<file path="src/rtl/uart_pkg.sv">
// ---------------------------------------------------------------------------
// uart_pkg
//   Shared types and constants for the UART program/data loader.
//   rx_state_e : receive bit-FSM states (PARITY only used in 8E1 builds)
//   BYTE_WID   : width of one UART character
//   DATA_WID   : width of an assembled memory word
//   ADDR_STEP  : byte-address increment between consecutive words
// ---------------------------------------------------------------------------
package uart_pkg;

  typedef enum logic [2:0] {
    IDLE,
    START,
    DATA,
    PARITY,
    STOP
  } rx_state_e;

  localparam int BYTE_WID  = 8;
  localparam int DATA_WID  = 32;
  localparam int ADDR_STEP = 4;

endpackage

</file>
<file path="src/rtl/uart_rx_byte.sv">
// ---------------------------------------------------------------------------
// uart_rx_byte
//   Synchronises the asynchronous rx line (2 flops) and deserialises one
//   UART character at a time, LSB first, sampling each bit at its centre.
//   Build option: define UART_LOADER_PARITY_EN for 8E1 framing (an even-parity
//   bit follows the data bits); otherwise 8N1.
// Ports
//   clk        in   system clock
//   rst        in   synchronous reset, active-high
//   rx         in   asynchronous UART line, idle high
//   rx_byte    out  last received character (valid with byte_vld)
//   byte_vld   out  one-cycle strobe: character accepted at the stop sample
//   frame_err  out  one-cycle strobe: bad stop bit (or parity) at the stop sample
//   rx_idle    out  bit FSM is in IDLE
//   rx_level   out  synchronised line level
//   start_edge out  falling edge of the synchronised line
// ---------------------------------------------------------------------------
module uart_rx_byte
  import uart_pkg::*;
#(
  parameter int DIV = 16
) (
  input  logic                clk,
  input  logic                rst,
  input  logic                rx,
  output logic [BYTE_WID-1:0] rx_byte,
  output logic                byte_vld,
  output logic                frame_err,
  output logic                rx_idle,
  output logic                rx_level,
  output logic                start_edge
);

  localparam int CW = $clog2(DIV + 1);
  localparam logic [CW-1:0] HALF_CNT = CW'(DIV / 2);
  localparam logic [CW-1:0] FULL_CNT = CW'(DIV - 1);

  rx_state_e           state;
  rx_state_e           next_state;
  logic                rx_meta;
  logic                rx_sync;
  logic                rx_prev;
  logic [CW-1:0]       cnt;
  logic [2:0]          bit_idx;
  logic [BYTE_WID-1:0] shreg;
  logic                par_bad;
  logic                sample;

  // Two-flop synchroniser plus one more stage for edge detection; all reset to
  // the idle-high level so reset release never looks like a start edge.
  always_ff @(posedge clk) begin
    if (rst) begin
      rx_meta <= 1'b1;
      rx_sync <= 1'b1;
      rx_prev <= 1'b1;
    end else begin
      rx_meta <= rx;
      rx_sync <= rx_meta;
      rx_prev <= rx_sync;
    end
  end

  assign start_edge = rx_prev & ~rx_sync;
  assign rx_level   = rx_sync;

  // State register.
  always_ff @(posedge clk) begin
    if (rst) state <= IDLE;
    else     state <= next_state;
  end

  // The start bit is checked half a bit in; every later sample is one full bit
  // after the previous one, which keeps all samples bit-centred.
  always_comb begin
    sample = 1'b0;
    case (state)
      START:   sample = (cnt == HALF_CNT);
      DATA, PARITY, STOP: sample = (cnt == FULL_CNT);
      default: sample = 1'b0;
    endcase
  end

  // Next-state logic.
  always_comb begin
    next_state = state;
    case (state)
      IDLE:   if (start_edge) next_state = START;
      START:  if (sample) next_state = rx_sync ? IDLE : DATA;
      DATA: begin
        if (sample && bit_idx == 3'd7) begin
`ifdef UART_LOADER_PARITY_EN
          next_state = PARITY;
`else
          next_state = STOP;
`endif
        end
      end
      PARITY: if (sample) next_state = STOP;
      STOP:   if (sample) next_state = IDLE;
      default: next_state = IDLE;
    endcase
  end

  // Bit timer, bit index, shift register and parity check.
  always_ff @(posedge clk) begin
    if (rst) begin
      cnt     <= '0;
      bit_idx <= '0;
      shreg   <= '0;
      par_bad <= 1'b0;
    end else begin
      if (state == IDLE || sample) cnt <= '0;
      else                         cnt <= cnt + 1'b1;
      if (state == START) begin
        bit_idx <= '0;
        par_bad <= 1'b0;
      end
      if (state == DATA && sample) begin
        shreg   <= {rx_sync, shreg[BYTE_WID-1:1]};
        bit_idx <= bit_idx + 1'b1;
      end
      // Even parity: data bits plus parity bit must have an even number of ones.
      if (state == PARITY && sample) par_bad <= rx_sync ^ (^shreg);
    end
  end

  // Outputs: decisions are made at the stop sample so the FSM is back in IDLE
  // on the same edge the strobe is consumed.
  always_comb begin
    rx_idle   = (state == IDLE);
    rx_byte   = shreg;
    byte_vld  = 1'b0;
    frame_err = 1'b0;
    if (state == STOP && sample) begin
      byte_vld  = rx_sync & ~par_bad;
      frame_err = ~rx_sync | par_bad;
    end
  end

endmodule

</file>
<file path="src/rtl/uart_loader.sv">
// ---------------------------------------------------------------------------
// uart_loader
//   Serial program/data loader. Receives UART characters, packs them
//   little-endian into 32-bit words at auto-incrementing byte addresses and
//   strobes each word to the CPU. A long idle line after at least one word
//   ends the transfer (sticky done); after that all traffic is ignored.
//   Build option: UART_LOADER_PARITY_EN selects 8E1 framing (default 8N1).
// Ports
//   clk       in   system clock
//   rst       in   synchronous reset, active-high
//   rx        in   asynchronous UART line, idle high
//   data_out  out  assembled word, valid while we=1, held otherwise
//   addr_out  out  byte address of data_out (multiple of 4)
//   we        out  one-cycle word-write strobe
//   done      out  sticky: transfer finished
//   err       out  sticky: framing (or parity) error seen
// ---------------------------------------------------------------------------
module uart_loader
  import uart_pkg::*;
#(
  parameter int CLK_FREQ    = 100_000_000,
  parameter int BAUD        = 115_200,
  parameter int IDLE_CYCLES = 1_000_000
) (
  input  logic                clk,
  input  logic                rst,
  input  logic                rx,
  output logic [DATA_WID-1:0] data_out,
  output logic [DATA_WID-1:0] addr_out,
  output logic                we,
  output logic                done,
  output logic                err
);

  localparam int DIV = CLK_FREQ / BAUD;
  localparam logic [31:0] IDLE_MAX = 32'(IDLE_CYCLES);

  logic [BYTE_WID-1:0]          rx_byte;
  logic                         byte_vld;
  logic                         frame_err;
  logic                         rx_idle;
  logic                         rx_level;
  logic                         start_edge;
  logic [1:0]                   byte_cnt;
  logic [DATA_WID-BYTE_WID-1:0] word_buf;
  logic [DATA_WID-1:0]          word_addr;
  logic                         have_word;
  logic [31:0]                  idle_timer;
  logic                         idle_count;

  uart_rx_byte #(.DIV(DIV)) u_rx (
    .clk        (clk),
    .rst        (rst),
    .rx         (rx),
    .rx_byte    (rx_byte),
    .byte_vld   (byte_vld),
    .frame_err  (frame_err),
    .rx_idle    (rx_idle),
    .rx_level   (rx_level),
    .start_edge (start_edge)
  );

  // The timer saturates at IDLE_MAX so an empty transfer never wraps around.
  assign idle_count = rx_idle && rx_level && (idle_timer != IDLE_MAX);

  // Word packer, address counter, idle timer and sticky flags. Once done is
  // set nothing but reset changes the outputs again.
  always_ff @(posedge clk) begin
    if (rst) begin
      data_out   <= '0;
      addr_out   <= '0;
      we         <= 1'b0;
      done       <= 1'b0;
      err        <= 1'b0;
      byte_cnt   <= '0;
      word_buf   <= '0;
      word_addr  <= '0;
      have_word  <= 1'b0;
      idle_timer <= '0;
    end else begin
      we <= 1'b0;
      if (!done) begin
        if (frame_err) begin
          err      <= 1'b1;
          byte_cnt <= '0;
        end else if (byte_vld) begin
          if (byte_cnt == 2'd3) begin
            data_out  <= {rx_byte, word_buf};
            addr_out  <= word_addr;
            word_addr <= word_addr + DATA_WID'(ADDR_STEP);
            we        <= 1'b1;
            have_word <= 1'b1;
            byte_cnt  <= '0;
          end else begin
            word_buf[{byte_cnt, 3'b000} +: BYTE_WID] <= rx_byte;
            byte_cnt <= byte_cnt + 1'b1;
          end
        end

        if (start_edge) idle_timer <= '0;
        else if (idle_count) idle_timer <= idle_timer + 1'b1;

        // done rises on the same edge the timer reaches IDLE_MAX.
        if (!start_edge && idle_count && have_word &&
            idle_timer == IDLE_MAX - 32'd1)
          done <= 1'b1;
      end
    end
  end

endmodule

</file>
<file path="config.mk">
export PLATFORM = sky130hd
export DESIGN_NAME = uart_loader
export DESIGN_NICKNAME = d
export VERILOG_FILES = /design/src/rtl/uart_pkg.sv /design/src/rtl/uart_rx_byte.sv /design/src/rtl/uart_loader.sv
export SDC_FILE = /design/constraint.sdc
export NUM_CORES = 1
export LEC_CHECK = 0
export CAP_MARGIN = 20
export CORE_MARGIN = 1
export CORE_UTILIZATION = 30
export CTS_BUF_LIST = sky130_fd_sc_hd__clkbuf_4 sky130_fd_sc_hd__clkbuf_8
export CTS_CLUSTER_DIAMETER = 150
export CTS_CLUSTER_SIZE = 40
export DETAILED_ROUTE_END_ITERATION = 10
export GPL_TIMING_DRIVEN = 1
export PLACE_DENSITY = 0.53
export SYNTH_ARGS = -nofsm -noshare
export SYNTH_HDL_FRONTEND = slang
export SYNTH_SLANG_ARGS = --single-unit
</file>
<file path="constraint.sdc">
create_clock -name clk -period 4.04 [get_ports clk]
set_clock_uncertainty 0.15 [all_clocks]
set_input_delay 1.212 -clock clk [delete_from_list [all_inputs] [get_ports clk]]
set_output_delay 1.212 -clock clk [all_outputs]
set_load 0.02 [all_outputs]
</file>
Word-level counts from Yosys, hierarchy flattened

Index checks and enable logic that the tools add are counted.
Widths: inputs -> output; s select.

Register bits after elaboration: 186
Bits in latches: 0
RAM bits: 0
Bits in read-only memories: 0
Memories kept: 0

$add $sub $neg: 6
$mul: 0
Div/mod/pow operators: 0
Magnitude comparators: 0
Eq/ne operators: 15
Shift-type cells: 2
Mux-type cells: 23
Bitwise logic cells: 10
Reduce and logical (&&, ||, !) cells: 26

Operator list:

| kind                   | number |
|---|---|
| $mux 32                | 2 |
| $add 32x1->32 const B  | 1 |
| $add 32x3->32 const B  | 1 |
| $eq 32x20->1 const B   | 1 |
| $ne 32x20->1 const B   | 1 |
| $bwmux 24              | 1 |
| $shift 8x7->24 const A | 1 |
| $shiftx 8x7->24        | 1 |
| $mux 3                 | 7 |
| $pmux 3 s5             | 1 |
| $add 10x1->10 const B  | 1 |
| $eq 10x10->1 const B   | 1 |
| $eq 10x9->1 const B    | 1 |
| $ne 2x1->1 const B     | 5 |
| $logic_and 1x1->1      | 9 |
| $mux 2                 | 4 |
| $reduce_and 4->1       | 2 |
| $reduce_bool 2->1      | 4 |
| $reduce_xor 8->1       | 1 |
| $mux 1                 | 7 |
| $neg 5->7              | 1 |
| $eq 3x2->1 const B     | 2 |
| $eq 3x3->1 const B     | 2 |
| $not 1->1              | 6 |
| other kinds (16)       | 19 |

Longest topological paths before layout

Gate-level depths: netlist of the first run.

Depth after elaboration: 8
Gate-level depth with buffers: 10
Mapped depth without buffers: 7

By module

A second synthesis of the first run with hierarchy kept.

Cells, all modules: 975
Area, all modules: 8000.2 um^2

By module, submodules not included:

| module       | instances | cells an instance | area an instance (um^2) | seq. area each (um^2) |
|---|---|---|---|---|
| uart_loader  | 1         | 829               | 6656.4                  | 3083.0 |
| uart_rx_byte | 1         | 146               | 1343.8                  | 560.5 |

Worst setup path after synthesis of the first run

No wires, ideal clock.

Kind: register -> register
From: reg u_rx.state[2]
To: reg u_rx.shreg[0] (netlist: u_rx.rx_byte[0])
Library setup time: 128 ps
Data arrival time: 2430 ps
Data required time: 3762 ps
Path slack: 1332 ps
Cell stages (with the launch flop): 9
Clock period less this slack: 2708 ps
Cell sequence: dfxtp_1 buf_2 or3b_4 or4_4 a21oi_2 nor3b_1 buf_4 mux2i_1 nor2_1

Cells in the longest elaborated chain, start to end: 4
Elaborated cells on any way between the ends: 7
Those cells by class: eq/ne (4); mux (1); reduce/logical (2)

RTL lines:

| item                                     | line                | source |
|---|---|---|
| start, declared                          | uart_rx_byte.sv:38  | `rx_state_e state;` |
| start signal, assigned                   | uart_rx_byte.sv:69  | `else state <= next_state;` |
| $eq 3x3->1, or another cell as far along | uart_rx_byte.sv:76  | `case (state)` |
| $reduce_or 3->1                          | uart_rx_byte.sv:76  |  |
| $pmux 1 s2                               | uart_rx_byte.sv:76  |  |
| $logic_and 1x1->1 (*)                    | uart_rx_byte.sv:118 | `if (state == DATA && sample) begin` |
| end signal, assigned                     | uart_rx_byte.sv:119 | `shreg <= {rx_sync, shreg[BYTE_WID-1:1]};` |
| end, declared                            | uart_rx_byte.sv:45  | `logic [BYTE_WID-1:0] shreg;` |

Mark *: on every way between the ends. The rest lies on a longest branch, timed or not.
A chain may end at the register's enable or synchronous reset.

Final worst setup path of the first run

From: reg u_rx.state[0]
To: reg word_addr[2]

Cells in the longest elaborated chain, start to end: 7
Elaborated cells on any way between the ends: 11
Those cells by class: eq/ne (4); mux (3); bitwise (1); reduce/logical (3)

RTL lines:

| item                                            | line                                    | source |
|---|---|---|
| $eq 3x3->1 / $eq 3x2->1 (equally long branches) | uart_rx_byte.sv:76, uart_rx_byte.sv:134 |  |
| $reduce_or 3->1                                 | uart_rx_byte.sv:76                      |  |
| $pmux 1 s2                                      | uart_rx_byte.sv:76                      |  |
| $logic_and 1x1->1 (*)                           | uart_rx_byte.sv:134                     | `if (state == STOP && sample) begin` |
| $mux 1                                          | uart_rx_byte.sv:134                     |  |
| $not 1->1 (no source line)                      | n/a                                     |  |
| $reduce_and 4->1 (no source line) (*)           | n/a                                     |  |
| end signal, assigned                            | uart_loader.sv:90                       | `word_addr <= word_addr + DATA_WID'(ADDR_STEP);` |
| end, declared                                   | uart_loader.sv:46                       | `logic [DATA_WID-1:0] word_addr;` |

Marked as above.

==> impl_metrics.env, run 1 <==
export IMPL_status="finished, final reports clean"
export IMPL_cts_tree="done"
export IMPL_worst_pin_slew_ns=0.990
export IMPL_worst_setup_hold_path_clk_slew_ns=0.09
export IMPL_ys_seq_area_share_pct=47.5
export IMPL_static_leakage_power_nw=2.87
export IMPL_fp_dieH_um=162
export IMPL_synth_flop_cell="sky130_fd_sc_hd__dfxtp_1"
export IMPL_peakVddDrop_mv=0.164
export IMPL_multi_input_area_sq_um=3680
export IMPL_tritoncts_num_sinks=182
export IMPL_dr_first_iter_drc_count=346
export IMPL_fin_setup_tns_ns=0
export IMPL_via_per_inst=4.64
export IMPL_flow_area_growth_from_synthesis_pct=16.6
export IMPL_max_slew_margin_rel_pct=33.9
export IMPL_power_per_cell_area_nw_per_um2=350
export IMPL_ctsRootBufferMaster="sky130_fd_sc_hd__clkbuf_8"
export IMPL_dieWidth_um=162
export IMPL_maxCapViolCount=0
export IMPL_detailed_place_area_sq_um=8540
export IMPL_drc=0
export IMPL_rsz0062_at_grt="no"
export IMPL_synth_edff_count=0
export IMPL_floorplan_initialDensity_pct=30.6
export IMPL_grt_first_pass_wirelength_mm=28.5
export IMPL_worstSetupEndpointType="flop"
export IMPL_critPathKind="flop to flop"
export IMPL_post_synth_top_area_fraction_pct=47.5
export IMPL_seqCellArea_sq_um=3640
export IMPL_async_reset_ff_share_pct=0
export IMPL_design_die_area_sq_um=26200
export IMPL_crit_path_cell_trace="or3b_4 -> or4_4 -> a2111oi_4 -> and3_2 -> buf_12 -> xnor2_1 -> nor2_1"
export IMPL_final_critical_path_setup_slack_ns=0.748
export IMPL_synth_cell_types=58
export IMPL_fin_crit_sh_pct=81.5
export IMPL_placementRows=58
export IMPL_cts_root_to_sink_buffers=2
export IMPL_drt_total_wl_mm=17.0
export IMPL_place_congestion=0.748
export IMPL_ys_warnings_count=0
export IMPL_syn_area_per_cell_sq_um=8.53
export IMPL_final_max_slew_violation_count=0
export IMPL_final_net_count=954
export IMPL_setup_viol=0
export IMPL_crit_path_start_kind="flop"
export IMPL_grt_start_max_net_pins=53
export IMPL_arrival_ns=3.47
export IMPL_antenna_cells=0
export IMPL_worst_ep_required_time_ns=4.22
export IMPL_dpl_worst_slack_ns=0.766
export IMPL_cts_repair_resize_count=0
export IMPL_numCtsBuffers=17
export IMPL_cts_htree_levels=4
export IMPL_cts_hold_buffers_added=0
export IMPL_i_o_buffers=67
export IMPL_groute_usage_overall_pct=13.4
export IMPL_yosysTopAreaCell="sky130_fd_sc_hd__dfxtp_1"
export IMPL_final_layout_size_suffix_gt1_share_pct=6.93
export IMPL_timing_final_hold_violations=0
export IMPL_ys_ff_latch=182
export IMPL_whs_ns=0.297
export IMPL_postLayoutCoreUtil_pct=35.6
export IMPL_antenna_nets_post_route=0
export IMPL_pre_repair_dr_iteration_count=4
export IMPL_routedWlPerCell_um=13.3
export IMPL_number_of_antenna_violations_at_the_first_check_in_global_routing=0
export IMPL_syn_area_sq_um=7670
export IMPL_design_area_sq_um=8950
export IMPL_grt_ovfl_total=0
export IMPL_clock_latency_ns=0.47
export IMPL_syn_inst=899
export IMPL_hold_class="flop to flop"
export IMPL_io_pins=70
export IMPL_detailedPlacementHpwl_mm=11.0
export IMPL_design_core_area_sq_um=25100
export IMPL_crit_path_top_delay_cell="sky130_fd_sc_hd__a2111oi_4"
export IMPL_cts_post_setup_buffers_inserted=0
export IMPL_max_clock_freq_mhz=304
export IMPL_grt_pass1_vias=5672
export IMPL_yosys_top_cells_area="sky130_fd_sc_hd__dfxtp_1, sky130_fd_sc_hd__nand2_1, sky130_fd_sc_hd__a21oi_1"
export IMPL_fill_cell_total_of_the_finished_layout=2689
export IMPL_slowest_delay_ns=0.55
export IMPL_critical_path_max_fanout=50
export IMPL_post_route_min_period_ns=3.29
export IMPL_via_count=5947
==> logic make-up (layout without fill, tap and decap cells) <==
| group | count (synthesis) | count (layout) | share of synthesized area [%] |
|---|---|---|---|
| and+or+nand+nor | 427 | 427 | 26.8 |
| muxes | 10 | 10 | 1.32 |
| buffers and inverters | 70 | 123 | 4.78 |
| adders and majority gates | 11 | 11 | 1.79 |
| DFF | 182 | 182 | 47.5 |
| AOI/OAI and AO/OA | 129 | 129 | 9.67 |
| xor gates and xnor gates | 69 | 69 | 8.06 |
| other | 1 | 2 | 0.0489 |
==> per-layer routing <==
metal  up-vias  part of all wire, %  global-route usage, %
met5         -                    0                      0
met4         0                  1.4                   4.89
met3        15                  3.8                   2.91
met2        86                   42                   20.2
met1      2749                   52                   18.7
li1       3097                    -                      -
==> report_power, final <==
group	switching (W)	internal, W
Combinational	0.0000497	0.0000191
Clock	0.000667	0.000590
Sequential	0.00000700	0.00180
==> layout by cell type, fill, tap and decap left out, drive strengths merged, types with 6 or more instances in the layout <==
| master | netlist | routed |
|---|---|---|
| nor2 | 89 | 89 |
| or3 | 6 | 6 |
| dfxtp | 182 | 182 |
| nand4 | 15 | 15 |
| ha | 11 | 11 |
| a21oi | 103 | 103 |
| xnor2 | 31 | 31 |
| and3 | 12 | 12 |
| xor2 | 37 | 37 |
| and4 | 12 | 12 |
| clkdlybuf4s50 | 0 | 66 |
| mux2i | 9 | 9 |
| nor4 | 10 | 10 |
| nor3 | 19 | 19 |
| nand2b | 26 | 26 |
| nand3 | 55 | 55 |
| nand2 | 154 | 154 |
| o21ai | 6 | 6 |
| buf | 20 | 11 |
| inv | 13 | 16 |
| clkbuf | 37 | 21 |
==> area by class of cell <==
cell class / instances / share of cell area, %
Timing Repair Buffer: 78 / 8.50
Inverter: 13 / 0.545
Clock buffer: 20 / 2.94
Clock inverter: 12 / 1.61
Tap cell: 330 / 4.61
Sequential cell: 182 / 40.7
Multi-Input combinational cell: 648 / 41.1
==> cell usage after synthesis (all sizes together), types with 3 or more instances <==
library cell and n:
mux2i 9, dfxtp 182, nor2 89, nor3 19, clkbuf 37, xor2 37, or3b 4, buf 20
a21oi 103, or3 6, nand4 15, nand3b 3, inv 13, nor2b 3, ha 11, and4 12
o21ai 6, nor4 10, and3 12, nand2b 26, nand2 154, nand3 55, or2 5, nor3b 5
xnor2 31
==> state kept, by name, indices dropped and copies added (netlist names), 2 cells and up <==
name / count
idle_timer: 32
u_rx.state: 3
byte_cnt: 2
addr_out: 30
u_rx.rx_byte: 8
word_buf: 24
u_rx.bit_idx: 3
u_rx.cnt: 10
data_out: 32
word_addr: 30
==> stage by stage <==
step           cells  total power (W)
2_1_floorplan    900          0.00190
6_report        1283          0.00313
5_1_grt         1283          0.00326
3_3_place_gp    1250          0.00192
3_5_place_dp    1250          0.00192
4_1_cts         1282          0.00318
==> final timing paths <==
path | from | end | slack, ns | depth (start not counted)
setup reg to reg | u_rx.state[0]$_SDFFE_PP0P_ | word_addr[2]$_SDFFE_PP0P_ | 0.75 | 7
hold reg to reg | u_rx.rx_meta$_SDFF_PP1_ | u_rx.rx_level$_SDFF_PP1_ | 0.30 | 1
setup / recovery | u_rx.state[0]$_SDFFE_PP0P_ | word_addr[2]$_SDFFE_PP0P_ | 0.75 | 7
hold / removal | u_rx.rx_meta$_SDFF_PP1_ | u_rx.rx_level$_SDFF_PP1_ | 0.30 | 1
==> worst max-delay path: cells and delay by family, from the launching register on <==
family	cells	cell delay, ns
buffers and inverters	1	0.28
AO/OA/AOI/OAI	1	0.55
flip-flops	1	0.49
XOR/XNOR	1	0.15
AND/OR/NAND/NOR	4	1.54
(Power assumes the default switching activity.)
==> run 2, diff against run 1 <==
--- a/config.mk
+++ b/config.mk
@@ -13,7 +13,7 @@
 export CTS_CLUSTER_SIZE = 40
 export DETAILED_ROUTE_END_ITERATION = 10
 export GPL_TIMING_DRIVEN = 1
-export PLACE_DENSITY = 0.53
+export PLACE_DENSITY = 0.55
 export SYNTH_ARGS = -nofsm -noshare
 export SYNTH_HDL_FRONTEND = slang
 export SYNTH_SLANG_ARGS = --single-unit
==> constraint.sdc (replaced) <==
create_clock -name clk -period 2.9 [get_ports clk]
set_clock_uncertainty 0.15 [all_clocks]
set_input_delay 0.87 -clock clk [delete_from_list [all_inputs] [get_ports clk]]
set_output_delay 0.87 -clock clk [all_outputs]
set_load 0.02 [all_outputs]
==> run 2 against run 1 <==
Effect of this change: power increased by 38%; final area increased by 3.3%; wire length increased by 0.98%; clock power increased by 35%; sequential power increased by 39%; largest cell class unchanged; combinational power increased by 54%; critical path depth increased by 1.
==> impl_metrics.env, run 2 (synthesis results as in run 1) <==
export IMPL_status="finished, final reports clean"
export IMPL_maxCapViolCount=0
export IMPL_worst_setup_hold_path_clk_slew_ns=0.11
export IMPL_clock_latency_ns=0.47
export IMPL_drt_total_wl_mm=17.2
export IMPL_critPathKind="flop to flop"
export IMPL_grt_pass1_vias=5626
export IMPL_grt_start_max_net_pins=92
export IMPL_reg2reg_setup_slack_ns=0.12
export IMPL_antenna_cells=0
export IMPL_max_slew_margin_rel_pct=37.1
export IMPL_grt_first_pass_wirelength_mm=28.1
export IMPL_cts_htree_levels=4
export IMPL_routedWlPerCell_um=13.1
export IMPL_final_common_cell="sky130_fd_sc_hd__dfxtp_1"
export IMPL_power_after_layout_w=0.00432
export IMPL_setup_viol=0
export IMPL_final_layout_size_suffix_gt1_share_pct=10.2
export IMPL_critical_path_max_fanout=25
export IMPL_final_net_count=982
export IMPL_place_congestion=0.741
export IMPL_tritoncts_num_sinks=182
export IMPL_floorplan_initialDensity_pct=30.6
export IMPL_worstSetupEndpointType="flop"
export IMPL_crit_path_start_kind="flop"
export IMPL_timing_final_hold_violations=0
export IMPL_worst_pin_slew_ns=0.943
export IMPL_worst_ep_required_time_ns=3.15
export IMPL_hold_class="flop to flop"
export IMPL_reg_top3="data_out x32, idle_timer x32"
export IMPL_layout_cells_most_common_list="sky130_fd_sc_hd__dfxtp_1, sky130_fd_sc_hd__nand2_1, sky130_fd_sc_hd__a21oi_1, sky130_fd_sc_hd__nor2_1, sky130_fd_sc_hd__clkdlybuf4s50_1"
export IMPL_cts_root_to_sink_buffers=2
export IMPL_power_per_cell_area_nw_per_um2=467
export IMPL_via_count=6114
export IMPL_groute_usage_overall_pct=13.2
export IMPL_via_per_inst=4.66
export IMPL_design_die_area_sq_um=26200
export IMPL_peakVddDrop_mv=0.219
export IMPL_io_pins=70
export IMPL_dr_first_iter_drc_count=285
export IMPL_number_of_antenna_violations_at_the_first_check_in_global_routing=0
export IMPL_drc=0
export IMPL_antenna_nets_post_route=0
export IMPL_fill_cell_total_of_the_finished_layout=2648
export IMPL_cts_tree="done"
export IMPL_numCtsBuffers=17
export IMPL_post_route_min_period_ns=2.78
export IMPL_arrival_ns=3.03
export IMPL_ctsRootBufferMaster="sky130_fd_sc_hd__clkbuf_8"
export IMPL_rsz0062_at_grt="no"
export IMPL_detailedPlacementHpwl_mm=11.0
export IMPL_i_o_buffers=67
export IMPL_final_max_slew_violation_count=0
export IMPL_fin_setup_tns_ns=0
export IMPL_design_core_area_sq_um=25100
export IMPL_pre_repair_dr_iteration_count=4
export IMPL_dieWidth_um=162
export IMPL_flow_area_growth_from_synthesis_pct=20.5
export IMPL_static_leakage_power_nw=3.04
export IMPL_fin_crit_sh_pct=95.8
export IMPL_placementRows=58
export IMPL_grt_ovfl_total=0
export IMPL_fp_dieH_um=162
export IMPL_max_clock_freq_mhz=360
run 2: cell types whose count changed in the layout (fill, tap and decap cells not counted), moves of 3 or more:
cell                      change
sky130_fd_sc_hd__buf_4       +20
sky130_fd_sc_hd__a21oi_2      +3
sky130_fd_sc_hd__a21oi_1      -3
sky130_fd_sc_hd__inv_8        +5
sky130_fd_sc_hd__buf_6        +4
run 2: layout make-up:
| type | instances | area [sq um] | share of cell area [%] |
|---|---|---|---|
| clock inverters | 15 | 159 | 1.72 |
| well taps | 330 | 413 | 4.47 |
| flip-flops and latches | 182 | 3650 | 39.4 |
| multi-input cells | 648 | 3690 | 40.0 |
| repair buffers | 106 | 1050 | 11.3 |
| inverters | 13 | 48.8 | 0.528 |
| clock buffers | 17 | 234 | 2.53 |
run 2: final timing paths:
path,startpoint,endpoint,depth (start not counted)
setup / recovery,u_rx.state[0]$_SDFFE_PP0P_,addr_out[12]$_SDFFE_PP0P_,8
hold / removal,u_rx.rx_meta$_SDFF_PP1_,u_rx.rx_level$_SDFF_PP1_,1
setup reg to reg,u_rx.state[0]$_SDFFE_PP0P_,addr_out[12]$_SDFFE_PP0P_,8
hold reg to reg,u_rx.rx_meta$_SDFF_PP1_,u_rx.rx_level$_SDFF_PP1_,1
run 2: timing repair:
action,in CTS,in global routing
hold buffers,0,0
setup buffers,0,2
gates resized for setup,0,14
endpoints found under the setup margin,0,35
run 2: where the power goes:
| part | switching, W | internal (W) |
|---|---|---|
| registers | 0.00000901 | 0.00251 |
| logic | 0.0000730 | 0.0000332 |
| clock network | 0.00104 | 0.000651 |
run 2: through the flow:
stage	cell area (sq um)	setup WS [ns]	hold WS [ns]	utilization, %	instances
2_1_floorplan	7680	0.192	0.239	-	900
3_3_place_gp	8730	0.191	0.245	34.8	1273
3_5_place_dp	8730	0.122	0.258	34.8	1273
4_1_cts	9130	0.0381	0.282	36.4	1305
5_1_grt	9240	0.00113	0.303	36.8	1311
6_report	9240	0.122	0.280	36.8	1311
run 2: critical path: stages (launching register included):
cell and delay [ns]:
sky130_fd_sc_hd__dfxtp_2 0.34, sky130_fd_sc_hd__or3b_4 0.40, sky130_fd_sc_hd__or4_4 0.53, sky130_fd_sc_hd__a2111oi_4 0.42, sky130_fd_sc_hd__buf_4 0.18, sky130_fd_sc_hd__and3_4 0.26
sky130_fd_sc_hd__clkbuf_16 0.22, sky130_fd_sc_hd__nand2_1 0.07, sky130_fd_sc_hd__a21oi_1 0.14
run 2: routing by layer:
| metal | vias to the layer above | wire length, um | GRT usage, % |
|---|---|---|---|
| met5 | - | 0 | 0 |
| li1 | 3171 | - | - |
| met4 | 0 | 121 | 3.73 |
| met3 | 10 | 753 | 3.86 |
| met1 | 2842 | 8780 | 18.1 |
| met2 | 91 | 7510 | 20.0 |
